--- src/rtl/codebook_b2_pkg.sv ---
// -----------------------------------------------------------------------------
// codebook_b2_pkg
// Shared constants and the low-entropy codebook B2 table used by the bit-serial
// B2 decoder. Each table row i describes one codeword:
//   B2_CODE[i]  codeword bits, right-aligned and zero-extended to 12 bits
//   B2_LEN[i]   number of significant bits in B2_CODE[i]
//   B2_CNT[i]   active-prefix count recovered from the codeword
//   B2_DATA[i]  active-prefix data recovered from the codeword
// -----------------------------------------------------------------------------
package codebook_b2_pkg;

   localparam int CODEWORD_LEN_MAX = 12;
   localparam int B2_ENTRIES       = 13;

   typedef logic [3:0]                  len_t;
   typedef logic [CODEWORD_LEN_MAX-1:0] cw_t;

   localparam cw_t B2_CODE [B2_ENTRIES] = '{
      12'b101000,
      12'b111011111,    12'b111100001,
      12'b11111101010,  12'b11111101101,  12'b11111110000,
      12'b11111110110,  12'b11111110011,  12'b11111111001,
      12'b111111111001, 12'b111111111111, 12'b111111110110,
      12'b111111111100
   };

   localparam len_t B2_LEN [B2_ENTRIES] = '{
      4'd6,
      4'd9,  4'd9,
      4'd11, 4'd11, 4'd11, 4'd11, 4'd11, 4'd11,
      4'd12, 4'd12, 4'd12, 4'd12
   };

   localparam logic [5:0] B2_CNT [B2_ENTRIES] = '{
      6'd1,
      6'd2, 6'd2,
      6'd2, 6'd2, 6'd3, 6'd3, 6'd3, 6'd3,
      6'd3, 6'd3, 6'd3, 6'd3
   };

   localparam logic [11:0] B2_DATA [B2_ENTRIES] = '{
      12'h00F,
      12'h01F, 12'h02F,
      12'h05F, 12'h06F, 12'h11F, 12'h20F, 12'h12F, 12'h21F,
      12'h14F, 12'h24F, 12'h13F, 12'h23F
   };

endpackage

--- src/rtl/codebook_b2_lookup.sv ---
// -----------------------------------------------------------------------------
// codebook_b2_lookup
// Combinational exact-length match of a candidate bit string against the B2
// table. A candidate only hits a row whose length equals cand_len, so a prefix
// of a longer codeword can never match early.
// Ports:
//   cand_len  in   4       number of significant bits in cand (1..12)
//   cand      in   12      candidate bits, right-aligned, upper bits zero
//   hit       out  1       cand is a B2 codeword of length cand_len
//   ap_cnt    out  6       decoded active-prefix count (0 when no hit)
//   ap_data   out  DATA_W  decoded active-prefix data, zero-extended (0 when no hit)
// -----------------------------------------------------------------------------
module codebook_b2_lookup
   import codebook_b2_pkg::*;
#(
   parameter int DATA_W = 64
) (
   input  logic [3:0]                  cand_len,
   input  logic [CODEWORD_LEN_MAX-1:0] cand,
   output logic                        hit,
   output logic [5:0]                  ap_cnt,
   output logic [DATA_W-1:0]           ap_data
);

   always_comb begin
      // NOTE: every output gets a default before the search loop so no path
      // leaves a value unassigned, which would otherwise infer a latch.
      hit     = 1'b0;
      ap_cnt  = '0;
      ap_data = '0;
      // The code is prefix-free, so at most one row can hit.
      for (int i = 0; i < B2_ENTRIES; i++) begin
         if (cand_len == B2_LEN[i] && cand == B2_CODE[i]) begin
            hit     = 1'b1;
            ap_cnt  = B2_CNT[i];
            ap_data = DATA_W'(B2_DATA[i]);
         end
      end
   end

endmodule

--- src/rtl/codebook_b2_decoder.sv ---
// -----------------------------------------------------------------------------
// codebook_b2_decoder
// Bit-serial decoder for low-entropy codebook B2 of the CCSDS-123.0-B-2 hybrid
// entropy coder. Consumes codeword bits MSB-first and emits the recovered
// active-prefix pair through a one-entry output slot. A 12-bit window that
// matches no codeword raises a one-cycle miss pulse and is discarded.
// Ports:
//   clk_i        in   1                    clock, rising edge
//   rst_i        in   1                    asynchronous active-high reset
//   flush_i      in   1                    drop partial codeword, refuse input bit
//   bit_i        in   1                    next codeword bit (MSB first)
//   bit_valid_i  in   1                    bit_i is valid
//   bit_ready_o  out  1                    bit accepted this cycle if valid
//   ap_valid_o   out  1                    output slot holds a decoded pair
//   ap_ready_i   in   1                    downstream takes the pair
//   ap_cnt_o     out  6                    active-prefix count
//   ap_data_o    out  CODEBOOK_LENGTH_MAX  active-prefix data, zero-extended
//   code_len_o   out  6                    length of the decoded codeword
//   miss_o       out  1                    one-cycle pulse on an unmatched window
//   miss_bits_o  out  CODEWORD_LEN_MAX     the unmatched 12 bits
// -----------------------------------------------------------------------------
module codebook_b2_decoder #(
   parameter int CODEBOOK_LENGTH_MAX = 64,
   parameter int CODEWORD_LEN_MAX    = 12
) (
   input  logic                           clk_i,
   input  logic                           rst_i,
   input  logic                           flush_i,
   input  logic                           bit_i,
   input  logic                           bit_valid_i,
   output logic                           bit_ready_o,
   output logic                           ap_valid_o,
   input  logic                           ap_ready_i,
   output logic [5:0]                     ap_cnt_o,
   output logic [CODEBOOK_LENGTH_MAX-1:0] ap_data_o,
   output logic [5:0]                     code_len_o,
   output logic                           miss_o,
   output logic [CODEWORD_LEN_MAX-1:0]    miss_bits_o
);

   import codebook_b2_pkg::*;

   localparam len_t LEN_LAST = len_t'(CODEWORD_LEN_MAX - 1);

   // Only the bits already accepted for the current codeword are kept; the
   // register is cleared at every codeword boundary so the candidate arrives
   // at the lookup right-aligned with zero upper bits.
   logic [CODEWORD_LEN_MAX-2:0]        sr;
   len_t                               len;

   logic                               accept;
   len_t                               cand_len;
   logic [CODEWORD_LEN_MAX-1:0]        cand;
   logic                               hit;
   logic [5:0]                         hit_cnt;
   logic [CODEBOOK_LENGTH_MAX-1:0]     hit_data;

   // A new pair may load whenever the slot is empty or is being drained in
   // the same cycle, so the slot never overflows and never bubbles.
   assign bit_ready_o = !flush_i && (!ap_valid_o || ap_ready_i);
   assign accept      = bit_valid_i && bit_ready_o;
   assign cand_len    = len + len_t'(1);
   assign cand        = {sr, bit_i};

   codebook_b2_lookup #(
      .DATA_W   (CODEBOOK_LENGTH_MAX)
   ) u_lookup (
      .cand_len (cand_len),
      .cand     (cand),
      .hit      (hit),
      .ap_cnt   (hit_cnt),
      .ap_data  (hit_data)
   );

   // NOTE: all state here uses non-blocking assignments so every register
   // samples the pre-edge values; later assignments in the block override
   // earlier ones, which the slot valid logic relies on.
   always_ff @(posedge clk_i or posedge rst_i) begin
      if (rst_i) begin
         sr          <= '0;
         len         <= '0;
         ap_valid_o  <= 1'b0;
         ap_cnt_o    <= '0;
         ap_data_o   <= '0;
         code_len_o  <= '0;
         miss_o      <= 1'b0;
         miss_bits_o <= '0;
      end else begin
         miss_o <= 1'b0;

         if (ap_valid_o && ap_ready_i) begin
            ap_valid_o <= 1'b0;
         end

         if (flush_i) begin
            sr  <= '0;
            len <= '0;
         end else if (accept) begin
            if (hit) begin
               // Overrides the drain above: back-to-back pairs keep valid high.
               ap_valid_o <= 1'b1;
               ap_cnt_o   <= hit_cnt;
               ap_data_o  <= hit_data;
               code_len_o <= 6'(cand_len);
               sr         <= '0;
               len        <= '0;
            end else if (len == LEN_LAST) begin
               miss_o      <= 1'b1;
               miss_bits_o <= cand;
               sr          <= '0;
               len         <= '0;
            end else begin
               sr  <= cand[CODEWORD_LEN_MAX-2:0];
               len <= cand_len;
            end
         end
      end
   end

endmodule
--- config.mk ---
export PLATFORM = sky130hd
export DESIGN_NAME = codebook_b2_decoder
export DESIGN_NICKNAME = d
export VERILOG_FILES = /design/src/rtl/codebook_b2_pkg.sv /design/src/rtl/codebook_b2_lookup.sv /design/src/rtl/codebook_b2_decoder.sv
export SDC_FILE = /design/constraint.sdc
export NUM_CORES = 1
export LEC_CHECK = 0
export ABC_AREA = 1
export BUFFER_PORTS_ARGS = -buffer_cell sky130_fd_sc_hd__buf_2
export CAP_MARGIN = 20
export CORE_MARGIN = 2
export CORE_UTILIZATION = 51
export CTS_CLUSTER_SIZE = 16
export DETAILED_ROUTE_END_ITERATION = 6
export PLACE_DENSITY = 0.78
export REMOVE_ABC_BUFFERS = 1
export SLEW_MARGIN = 20
export SYNTH_ARGS = -nofsm -noshare
export SYNTH_HDL_FRONTEND = slang
export SYNTH_SLANG_ARGS = --single-unit
--- constraint.sdc ---
create_clock -name clk_i -period 2.2 [get_ports clk_i]
set_clock_uncertainty 0.2 [all_clocks]
set_input_delay 0.33 -clock clk_i [delete_from_list [all_inputs] [get_ports clk_i]]
set_output_delay 0.33 -clock clk_i [all_outputs]
set_load 0.1 [all_outputs]
==> results of run 1 <==
flip-flops by register name, indices dropped and copies added (netlist names):
register,count
ap_valid_o,1
miss_bits_o,12
ap_cnt_o,2
miss_o,1
code_len_o,4
len,4
sr,11
ap_data_o,6
routing by layer:
| metal | vias up | track usage |
|---|---|---|
| li1 | 1193 | - |
| met1 | 1129 | 0.274 |
| met2 | 105 | 0.319 |
| met3 | 8 | 0.0489 |
| met4 | 0 | 0.0517 |
| met5 | - | 0 |
cells by family after synthesis:
| logic type | Yosys count | synth area share |
|---|---|---|
| compound gates | 23 | 0.0481 |
| simple gates | 202 | 0.335 |
| other cells | 1 | 0.00130 |
| buf+inv | 116 | 0.244 |
| fa+ha+maj | 4 | 0.0173 |
| flops | 41 | 0.355 |
power by group:
group,switching [mW],internal [mW],total [mW]
Sequential,0.0140,0.763,0.777
Clock,0.273,0.369,0.642
Combinational,0.551,0.0384,0.589
metrics by stage:
stage	TNS (ps)	utilization	setup slack [ps]
floorplan	-77910	-	-2040
CTS	0	0.565	4.80
detailed placement	-29.6	0.541	-12.6
global placement	0	0.541	60.0
global route	-561	0.586	-41.5
finish	0	0.586	77.9
cells in the final DEF, fill, tap and decap left out, types with 2 or more instances in the layout:
cell	netlist	final
a21oi_1	4	4
buf_12	0	4
buf_2	2	35
buf_4	67	11
clkbuf_8	0	6
conb_1	1	61
dfrtp_1	41	36
dfrtp_2	0	5
ha_1	4	3
inv_1	36	36
inv_2	4	4
nand2_1	102	97
nand2_2	1	5
nand3_1	27	25
nand3_2	4	4
nand3_4	1	3
nand4_1	20	20
nand4_2	2	2
nor2_1	27	22
nor2_2	6	10
nor2_4	4	5
nor3_1	4	3
o21ai_0	4	2
o21ai_1	0	2
o22ai_1	12	11
worst max path at each step:
stage,slack [ps],start,endpoint,depth (start not counted)
global route,-40,len[0]$_DFFE_PP0P_,miss_bits_o[7]$_DFFE_PP0P_,14
floorplan,-2040,ap_valid_o$_DFF_PP0_,miss_bits_o[0]$_DFFE_PP0P_,6
finish,80,len[0]$_DFFE_PP0P_,ap_data_o[5]$_DFFE_PP0P_,13
global placement,60,len[0]$_DFFE_PP0P_,miss_bits_o[9]$_DFFE_PP0P_,14
CTS,5,len[0]$_DFFE_PP0P_,sr[10]$_DFFE_PP0P_,11
detailed placement,-10,len[0]$_DFFE_PP0P_,ap_cnt_o[1]$_DFFE_PP0P_,13
layout make-up:
type                       count  area, sq um
tap                           72         90.1
clock inverter                 2         37.5
sequential                    41         1030
inverter                      41          154
clock buffer                   6         82.6
fill                         517         2280
timing repair buffer          51          348
multi-input combinational    290         1480
repair_timing:
action / in CTS / in global routing
endpoints found under the hold margin: 41 / 0
endpoints found under the setup margin: 11 / 41
gates resized for setup: 1 / 28
hold buffers: 1 / 0
pin swaps: 0 / 9
buffers inserted: 0 / 2
critical path, stage by stage (launching register included):
cell and delay, ps:
dfrtp_2 460, ha_4 190, inv_1 50, nand2_1 70, nand2_2 110, nand3_4 90, nor2_4 210, nand2_2 110
nand3_2 100, nor2_4 60, nand3_4 110, buf_12 150, nand3_1 70, nand2_1 80
==> impl_metrics.csv, run 1 <==
group,metric,value,unit
outcome,status,"finished, final reports clean",
synth,ys_warn_count,0,
clocking,cts_buffers,5,
synth,synth_area_leaders,"dfrtp_1 35%, buf_4 17%, nand2_1 13%",
detailed_routing,viasPerCell,4.84,
detailed_routing,vias,2435,
floorplan,rows,27,
critical_path,worstSetupPathType,"flip-flop to flip-flop",
synth,synth_flop_cell,"dfrtp_1",
critical_path,crit_required,2240,ps
detailed_routing,wl_per_cell,12.4,microns
final_layout,diodes,0,
floorplan,boundaryPins,97,
detailed_routing,wl_met3,418,microns
detailed_routing,drtIter0Drc,248,
critical_path,r2r_setup_slack,80,ps
critical_path,worstPathMaxFanout,12,
detailed_routing,wl_met2,2950,microns
timing,setup_viol,0,
floorplan,core,5510,sq um
clocking,path_clk_slew,80,ps
critical_path,r2r-start,"len[0]$_DFFE_PP0P_",
floorplan,dieArea,6290,sq um
min_path,hold_class,"input port to flip-flop",
detailed_routing,first_pass_iters,4,
final_layout,final_cell_count_no_fill,503,
detailed_routing,drt-total-wl,6240,microns
timing,whs,87.7,ps
floorplan,start_util,0.525,
synth,synth_common_cells,"102 x nand2_1, 67 x buf_4, 41 x dfrtp_1",
clocking,htree_levels,2,
timing,finalCriticalPeriod,2120,ps
timing,hold_viol,0,
placement,place_area,2980,sq um
critical_path,r2r-end,"ap_data_o[5]$_DFFE_PP0P_",
timing,drv_slew,0,
synth,synth_cell_types,31,
synth,netlist_area,2890,sq um
floorplan,die_w,79.3,microns
final_layout,fin_area,3230,sq um
critical_path,critPathCaptureType,"flip-flop",
synth,ys_seq_area_frac,0.355,
min_path,hold_end,"ap_valid_o$_DFF_PP0_",
synth,synth_edf_count,0,
synth,syn_avg_cell_area,7.47,sq um
critical_path,r2r_cells,13,
final_layout,drive_gt1_frac,0.241,
global_routing,grt_pass1_vias,2112,
global_routing,overflow,0,
timing,tightest_slew,520,ps
detailed_routing,drtAntennaViolNets,0,
final_layout,area_growth,11.7,%
synth,netlist.area_leader.share,0.355,
floorplan,fp.dieH,79.3,microns
clocking,cts_tree,"built",
detailed_routing,drc_errors,0,
detailed_routing,wl_met1,2790,microns
power,p_leak,1.83,nW
synth,yosysMostFrequentCell,"nand2_1",
clocking,clk_latency,300,ps
global_routing,grt_pass1_wl,9990,microns
min_path,holdCritStartpoint,"ap_ready_i",
global_routing,antenna_found_initial,0,
detailed_routing,highest-signal-layer,"met4",
clocking,cts.path.max_buffers,2,
flow_run,maxCapViolations,0,
placement,dp.cells,492,
global_routing,grt_max_degree,42,
timing,rsz0062_at_grt,"true",
timing,fmax,471,MHz
global_routing,grtUsageTotal,0.200,
power,finalPower,2.01,mW
timing,min_period_over_period,0.965,
clocking,cts-root-buf,"clkbuf_8",
power,p_per_area,622,nW/um^2
synth,netlist_instances,387,
synth,synth_top_area_cell,"dfrtp_1",
critical_path,setup.worst_path.start_class,"flip-flop",
clocking,clock-sinks,41,
power,vdd.ir_drop.worst,0.366,mV
placement,io_buffer_count,35,
final_layout,final_net_count,440,
synth,async_flop_share,1.00,
critical_path,crit_arrival,2160,ps
placement,gp_congestion,0.988,
synth,ys_ff_latch,41,
timing,relSlewSlack,0.653,
placement,dp_hpwl,4660,microns
min_path,hold_depth,4,
No activity file was read; power rests on OpenSTA's default activity.
==> run 2: changes to the inputs <==
CORE_UTILIZATION = 34   (was 51)
CTS_BUF_LIST = sky130_fd_sc_hd__clkbuf_4   (was unset)
PLACE_DENSITY = 0.57   (was 0.78)
clock period = 1.7 ns   (was 2.2 ns; I/O delays follow)
==> run 2 against run 1 <==
  * The flow now finishes with violations (setup timing)
  * First-iteration DRC count fell by 19%
  * Critical path depth down 1
  * Sequential power increased by 29%
  * Wire length grew 22%
  * Sequential share of layout area is 6.4 points lower
  * Via count grew 12%
  * Maximum frequency fell by 2.2%
  * Utilization is 9.7 points lower
  * Flip-flop and latch count unchanged
  * Critical endpoint is now miss_bits_o[7]$_DFFE_PP0P_
  * Largest cell class unchanged
  * Highest routed layer unchanged
==> impl_metrics.csv, run 2 (synthesized netlist as in run 1, its figures left out) <==
group,metric,value,unit
critical_path,setup.worst_path.start_class,"flip-flop",
min_path,hold_class,"input port to flip-flop",
final_layout,diodes,0,
final_layout,final_cell_count_no_fill,604,
floorplan,start_util,0.352,
power,p_leak,2.20,nW
global_routing,overflow,0,
power,p_sw,1.14,mW
floorplan,die_w,96.2,microns
final_layout,largest_reg_flops,12,
final_layout,final_common_cell,"nand2_1",
critical_path,crit_arrival,2250,ps
global_routing,grt_max_degree,42,
clocking,cts_tree,"built",
placement,gp_congestion,0.891,
final_layout,area_growth,39.2,%
detailed_routing,vias,2732,
floorplan,fp.dieH,96.2,microns
placement,dp_hpwl,5270,microns
timing,tightest_slew,538,ps
global_routing,antenna_found_initial,0,
global_routing,grt_pass1_wl,12100,microns
flow_run,maxCapViolations,0,
critical_path,worstPathMaxFanout,6,
timing,hold_viol,0,
power,pwr-share-clk,0.310,
timing,fin_ws,-470,ps
timing,rsz0062_at_grt,"true",
outcome,violations,"setup timing",
timing,min_period_over_period,1.28,
placement,place_area,3450,sq um
timing,setup_viol,41,
critical_path,r2r_setup_slack,-470,ps
detailed_routing,first_pass_iters,4,
timing,whs,94.8,ps
detailed_routing,drc_errors,0,
floorplan,rows,33,
clocking,cts_buffers,5,
critical_path,r2r-end,"miss_bits_o[7]$_DFFE_PP0P_",
power,seq_power_share,0.372,
final_layout,final_cell_mix,"78 x nand2_1, 75 x buf_4, 61 x conb_1",
detailed_routing,wl_per_cell,12.6,microns
outcome,status,"finished, violations left",
placement,dp.cells,581,
clocking,clock-sinks,41,
timing,finalCriticalPeriod,2170,ps
global_routing,grtUsageTotal,0.170,
critical_path,cp_cell_sequence,"buf_6 > buf_6 > nand4_1 > nand3_4 > nor2_4 > nand2_2 > nand3_2 > nor2_4 > nand4_4 > clkbuf_16 > nand2_2 > nand2_1",
final_layout,top_regs,"miss_bits_o (12), sr (11), ap_data_o (6)",
clocking,cts-root-buf,"clkbuf_4",
clocking,path_clk_slew,150,ps
detailed_routing,drtAntennaViolNets,0,
power,vdd.ir_drop.worst,0.391,mV
power,p_per_area,671,nW/um^2
placement,io_buffer_count,35,
critical_path,worstSetupPathType,"flip-flop to flip-flop",
final_layout,final_net_count,508,
final_layout,fin_area,4020,sq um
critical_path,cp-startpoint,"len[0]$_DFFE_PP0P_",
final_layout,top_register,"miss_bits_o",
global_routing,grt_pass1_vias,2468,
critical_path,critPathSlowestCell,"dfrtp_1",
power,p_int,1.56,mW
timing,fmax,461,MHz
timing,relSlewSlack,0.641,
floorplan,boundaryPins,97,
power,finalPower,2.70,mW
clocking,cts.path.max_buffers,2,
timing,drv_slew,0,
detailed_routing,drt-total-wl,7630,microns
power,swShare,0.421,
critical_path,critPathCapture,"miss_bits_o[7]$_DFFE_PP0P_",
detailed_routing,drtIter0Drc,201,
critical_path,critPathCaptureType,"flip-flop",
power,pwr-share-comb,0.318,
final_layout,drive_gt1_frac,0.405,
floorplan,core,8220,sq um
clocking,htree_levels,2,
floorplan,dieArea,9250,sq um
critical_path,r2r_cells,12,
clocking,clk_latency,370,ps
critical_path,crit_required,1780,ps
detailed_routing,viasPerCell,4.52,
critical_path,r2r-start,"len[0]$_DFFE_PP0P_",
critical_path,cpPeakStageDelay,440,ps
-- run 2: worst min-delay path by stage --
| stage | from | endpoint | slack (ps) | cells past startpoint |
|---|---|---|---|---|
| CTS | bit_i | miss_bits_o[0]$_DFFE_PP0P_ | 90 | 4 |
| global route | bit_i | miss_bits_o[0]$_DFFE_PP0P_ | 100 | 4 |
| finish | bit_i | miss_bits_o[0]$_DFFE_PP0P_ | 90 | 4 |
| global placement | rst_i | ap_data_o[3]$_DFFE_PP0P_ | 220 | 3 |
| floorplan | bit_i | miss_bits_o[0]$_DFFE_PP0P_ | 200 | 2 |
| detailed placement | rst_i | ap_data_o[3]$_DFFE_PP0P_ | 230 | 3 |
-- run 2: layout make-up --
type | count | area [sq um]
well taps | 105 | 131
clock inverters | 3 | 68.8
multi-input cells | 290 | 1670
flip-flops and latches | 41 | 1030
inverters | 41 | 154
clock buffers | 5 | 37.5
repair buffers | 119 | 936
fillers | 810 | 4190
-- run 2: routing by layer --
metal  wire length [microns]  track usage  up-vias
li1                        -            -     1343
met1                    3500        0.239     1283
met2                    3590        0.275      100
met3                     470       0.0258        6
met4                      70       0.0357        0
met5                       0            0        -
-- run 2: through the flow --
step	setup TNS, ps	worst slack, ps	util
after global placement	-17980	-506	0.420
after floorplan	-100540	-2540	-
after CTS	-14560	-403	0.471
final	-17310	-470	0.490
after detailed placement	-18450	-530	0.420
after global routing	-21520	-564	0.490
-- run 2: timing repair --
action                                  CTS  global route
pin swaps                                 3            10
hold buffers                              2             0
buffers inserted                         10             2
gates resized for setup                  42            43
cloned                                    1             0
endpoints found under the setup margin   43            46
hold endpoints to repair                 42             0
-- run 2: critical path: cells and delay by family (launching register included) --
family                 cells  cell delay [ps]
buffers and inverters      3              440
flip-flops                 1              440
AND/OR/NAND/NOR            9              990
-- run 2: power by group through the flow --
stage	Combinational (mW)	Sequential, mW	Clock (mW)
after CTS	0.846	1.00	0.866
final	0.860	1.00	0.837
after global placement	0.804	1.02	0
after global routing	0.896	1.01	0.895
after floorplan	0.674	1.03	0
after detailed placement	0.805	1.02	0
==> run 3: changes to the inputs <==
clock period = 1.9 ns   (was 1.7 ns; I/O delays follow)
==> run 3 against run 2 <==
  * Hold slack better by 33 ps
  * Via count fell by 3.1%
  * Combinational power shrank 14%
  * Highest routed layer unchanged
  * Flip-flop and latch count unchanged
  * First-iteration DRC count down 16%
  * Setup slack better by 150 ps
  * The run still ends with setup timing left
  * Maximum frequency is 2.1% lower
==> impl_metrics.csv, run 3 (synthesized netlist as in run 1, its figures left out) <==
group,metric,value,unit
outcome,status,"finished, violations left",
outcome,violations,"setup timing",
final_layout,final_cell_mix,"91 x nand2_1, 68 x buf_4, 61 x conb_1",
clocking,clk_latency,360,ps
critical_path,r2r-end,"ap_data_o[6]$_DFFE_PP0P_",
clocking,clock-sinks,41,
final_layout,area_growth,30.3,%
critical_path,cp_cell_sequence,"ha_4 > nand2_2 > nand2_4 > nand3_4 > nor2_4 > nand2_2 > nand3_2 > nor2_4 > nand3_4 > buf_12 > nand3_1 > nand2_1",
floorplan,die_w,96.2,microns
detailed_routing,drtAntennaViolNets,0,
floorplan,rows,33,
detailed_routing,drtIter0Drc,169,
critical_path,r2r-start,"len[0]$_DFFE_PP0P_",
placement,dp_hpwl,5310,microns
clocking,cts-root-buf,"clkbuf_4",
placement,place_area,3380,sq um
power,vdd.ir_drop.worst,0.297,mV
global_routing,grt_pass1_wl,11600,microns
timing,relSlewSlack,0.640,
timing,fin_ws,-318,ps
critical_path,critPathTopFamily,"simple AND/OR/NAND/NOR gates",
detailed_routing,first_pass_iters,4,
clocking,path_clk_slew,140,ps
critical_path,r2r_setup_slack,-320,ps
global_routing,grtUsageTotal,0.162,
critical_path,critPathCaptureType,"flip-flop",
min_path,holdCritStartpoint,"bit_i",
detailed_routing,viasPerCell,4.43,
timing,fmax,451,MHz
floorplan,start_util,0.352,
global_routing,met2_usage,0.259,
power,p_leak,2.12,nW
global_routing,overflow,0,
global_routing,antenna_found_initial,0,
timing,hold_viol,0,
critical_path,critPathSlowestCell,"dfrtp_2",
clocking,htree_levels,2,
placement,place_ws,-372,ps
final_layout,fin_area,3770,sq um
timing,tightest_slew,540,ps
detailed_routing,vias,2648,
timing,whs,127,ps
detailed_routing,drt-total-wl,7610,microns
critical_path,r2r_cells,12,
critical_path,setup.worst_path.start_class,"flip-flop",
min_path,hold_class,"input port to flip-flop",
placement,dp.cells,576,
critical_path,worstPathMaxFanout,7,
critical_path,cpPeakStageDelay,470,ps
final_layout,top_register,"miss_bits_o",
final_layout,drive_gt1_frac,0.349,
final_layout,final_common_cell,"nand2_1",
floorplan,core,8220,sq um
clocking,cts_buffers,5,
placement,gp_congestion,0.905,
global_routing,met3_usage,0.0251,
final_layout,largest_reg_flops,12,
timing,finalCriticalPeriod,2220,ps
clocking,cts.path.max_buffers,2,
power,p_per_area,557,nW/um^2
final_layout,final_net_count,502,
clocking,cts_tree,"built",
global_routing,gr-max-usage-layer,"met2",
timing,min_period_over_period,1.17,
floorplan,boundaryPins,97,
final_layout,diodes,0,
global_routing,grt_pass1_vias,2361,
critical_path,crit_arrival,2270,ps
detailed_routing,drc_errors,0,
critical_path,crit_required,1950,ps
global_routing,grt_max_degree,42,
detailed_routing,wl_per_cell,12.7,microns
final_layout,finish.utilization,0.458,
placement,io_buffer_count,35,
timing,setup_viol,41,
timing,drv_slew,0,
critical_path,cp_num_buf_inv,1,
floorplan,fp.dieH,96.2,microns
critical_path,worstSetupPathType,"flip-flop to flip-flop",
final_layout,final_cell_count_no_fill,598,
global_routing,met1_usage,0.229,
final_layout,top_regs,"miss_bits_o (12), sr (11), ap_data_o (6)",
critical_path,cp-startpoint,"len[0]$_DFFE_PP0P_",
min_path,hold_depth,4,
timing,rsz0062_at_grt,"true",
floorplan,dieArea,9250,sq um
flow_run,maxCapViolations,0,
min_path,hold_end,"miss_bits_o[0]$_DFFE_PP0P_",
==> run 3: cell types whose count changed in the layout (fill, tap and decap cells not counted), moves of 3 or more <==
cell / previous run / this run
nand2_1: 78 / 91
nand2_4: 5 / 1
nand2_2: 21 / 11
o22ai_1: 3 / 7
buf_2: 25 / 34
o22ai_2: 9 / 5
clkbuf_4: 13 / 5
buf_4: 75 / 68
inv_2: 7 / 4
buf_12: 6 / 2
==> run 3: worst register-to-register path, delay by kind of cell, from the launching register on <==
| family | cells | cell delay (ps) |
|---|---|---|
| adders and majority gates | 1 | 190 |
| buffers and inverters | 1 | 220 |
| DFF | 1 | 470 |
| and+or+nand+nor | 10 | 1030 |
==> run 3: how the worst max path moves through the flow <==
stage,to,cells after the start
2_1_floorplan,miss_bits_o[0]$_DFFE_PP0P_,6
3_3_place_gp,miss_bits_o[0]$_DFFE_PP0P_,12
3_5_place_dp,miss_bits_o[5]$_DFFE_PP0P_,10
4_1_cts,ap_data_o[6]$_DFFE_PP0P_,12
5_1_grt,ap_cnt_o[1]$_DFFE_PP0P_,13
6_report,ap_data_o[6]$_DFFE_PP0P_,12
==> run 3: repair_timing <==
item | in CTS | in global routing
hold buffers | 2 | 0
gates cloned | 1 | 2
endpoints found under the hold margin | 42 | 0
buffers inserted | 5 | 5
setup endpoints to repair | 42 | 41
resized for setup | 14 | 36
pin swaps | 5 | 15
==> run 3: cell type report <==
cell class / count / area [sq um]
multi-input combinational: 291 / 1560
timing repair buffer: 112 / 838
tap: 105 / 131
sequential: 41 / 1030
inverter: 41 / 156
clock inverter: 3 / 17.5
fill: 852 / 4450
clock buffer: 5 / 37.5
==> run 3: routing by layer <==
| layer | vias up | part of all wire |
|---|---|---|
| li1 | 1323 | - |
| met1 | 1228 | 0.47 |
| met2 | 86 | 0.47 |
| met3 | 11 | 0.051 |
| met4 | 0 | 0.012 |
| met5 | - | 0 |
==> run 3: per-stage QoR <==
stage,power (mW),setup TNS (ps)
global placement,1.62,-9980
global route,2.18,-14490
CTS,2.09,-8410
floorplan,1.53,-91490
finish,2.10,-10640
detailed placement,1.62,-11400
==> run 3: where the power goes <==
group          total (mW)  internal (mW)  leakage, nW  switching, mW
Clock               0.464          0.141       0.0326          0.323
Combinational       0.736         0.0800         1.53          0.656
Sequential          0.898          0.884        0.560         0.0138
Total                2.10           1.11         2.12          0.993
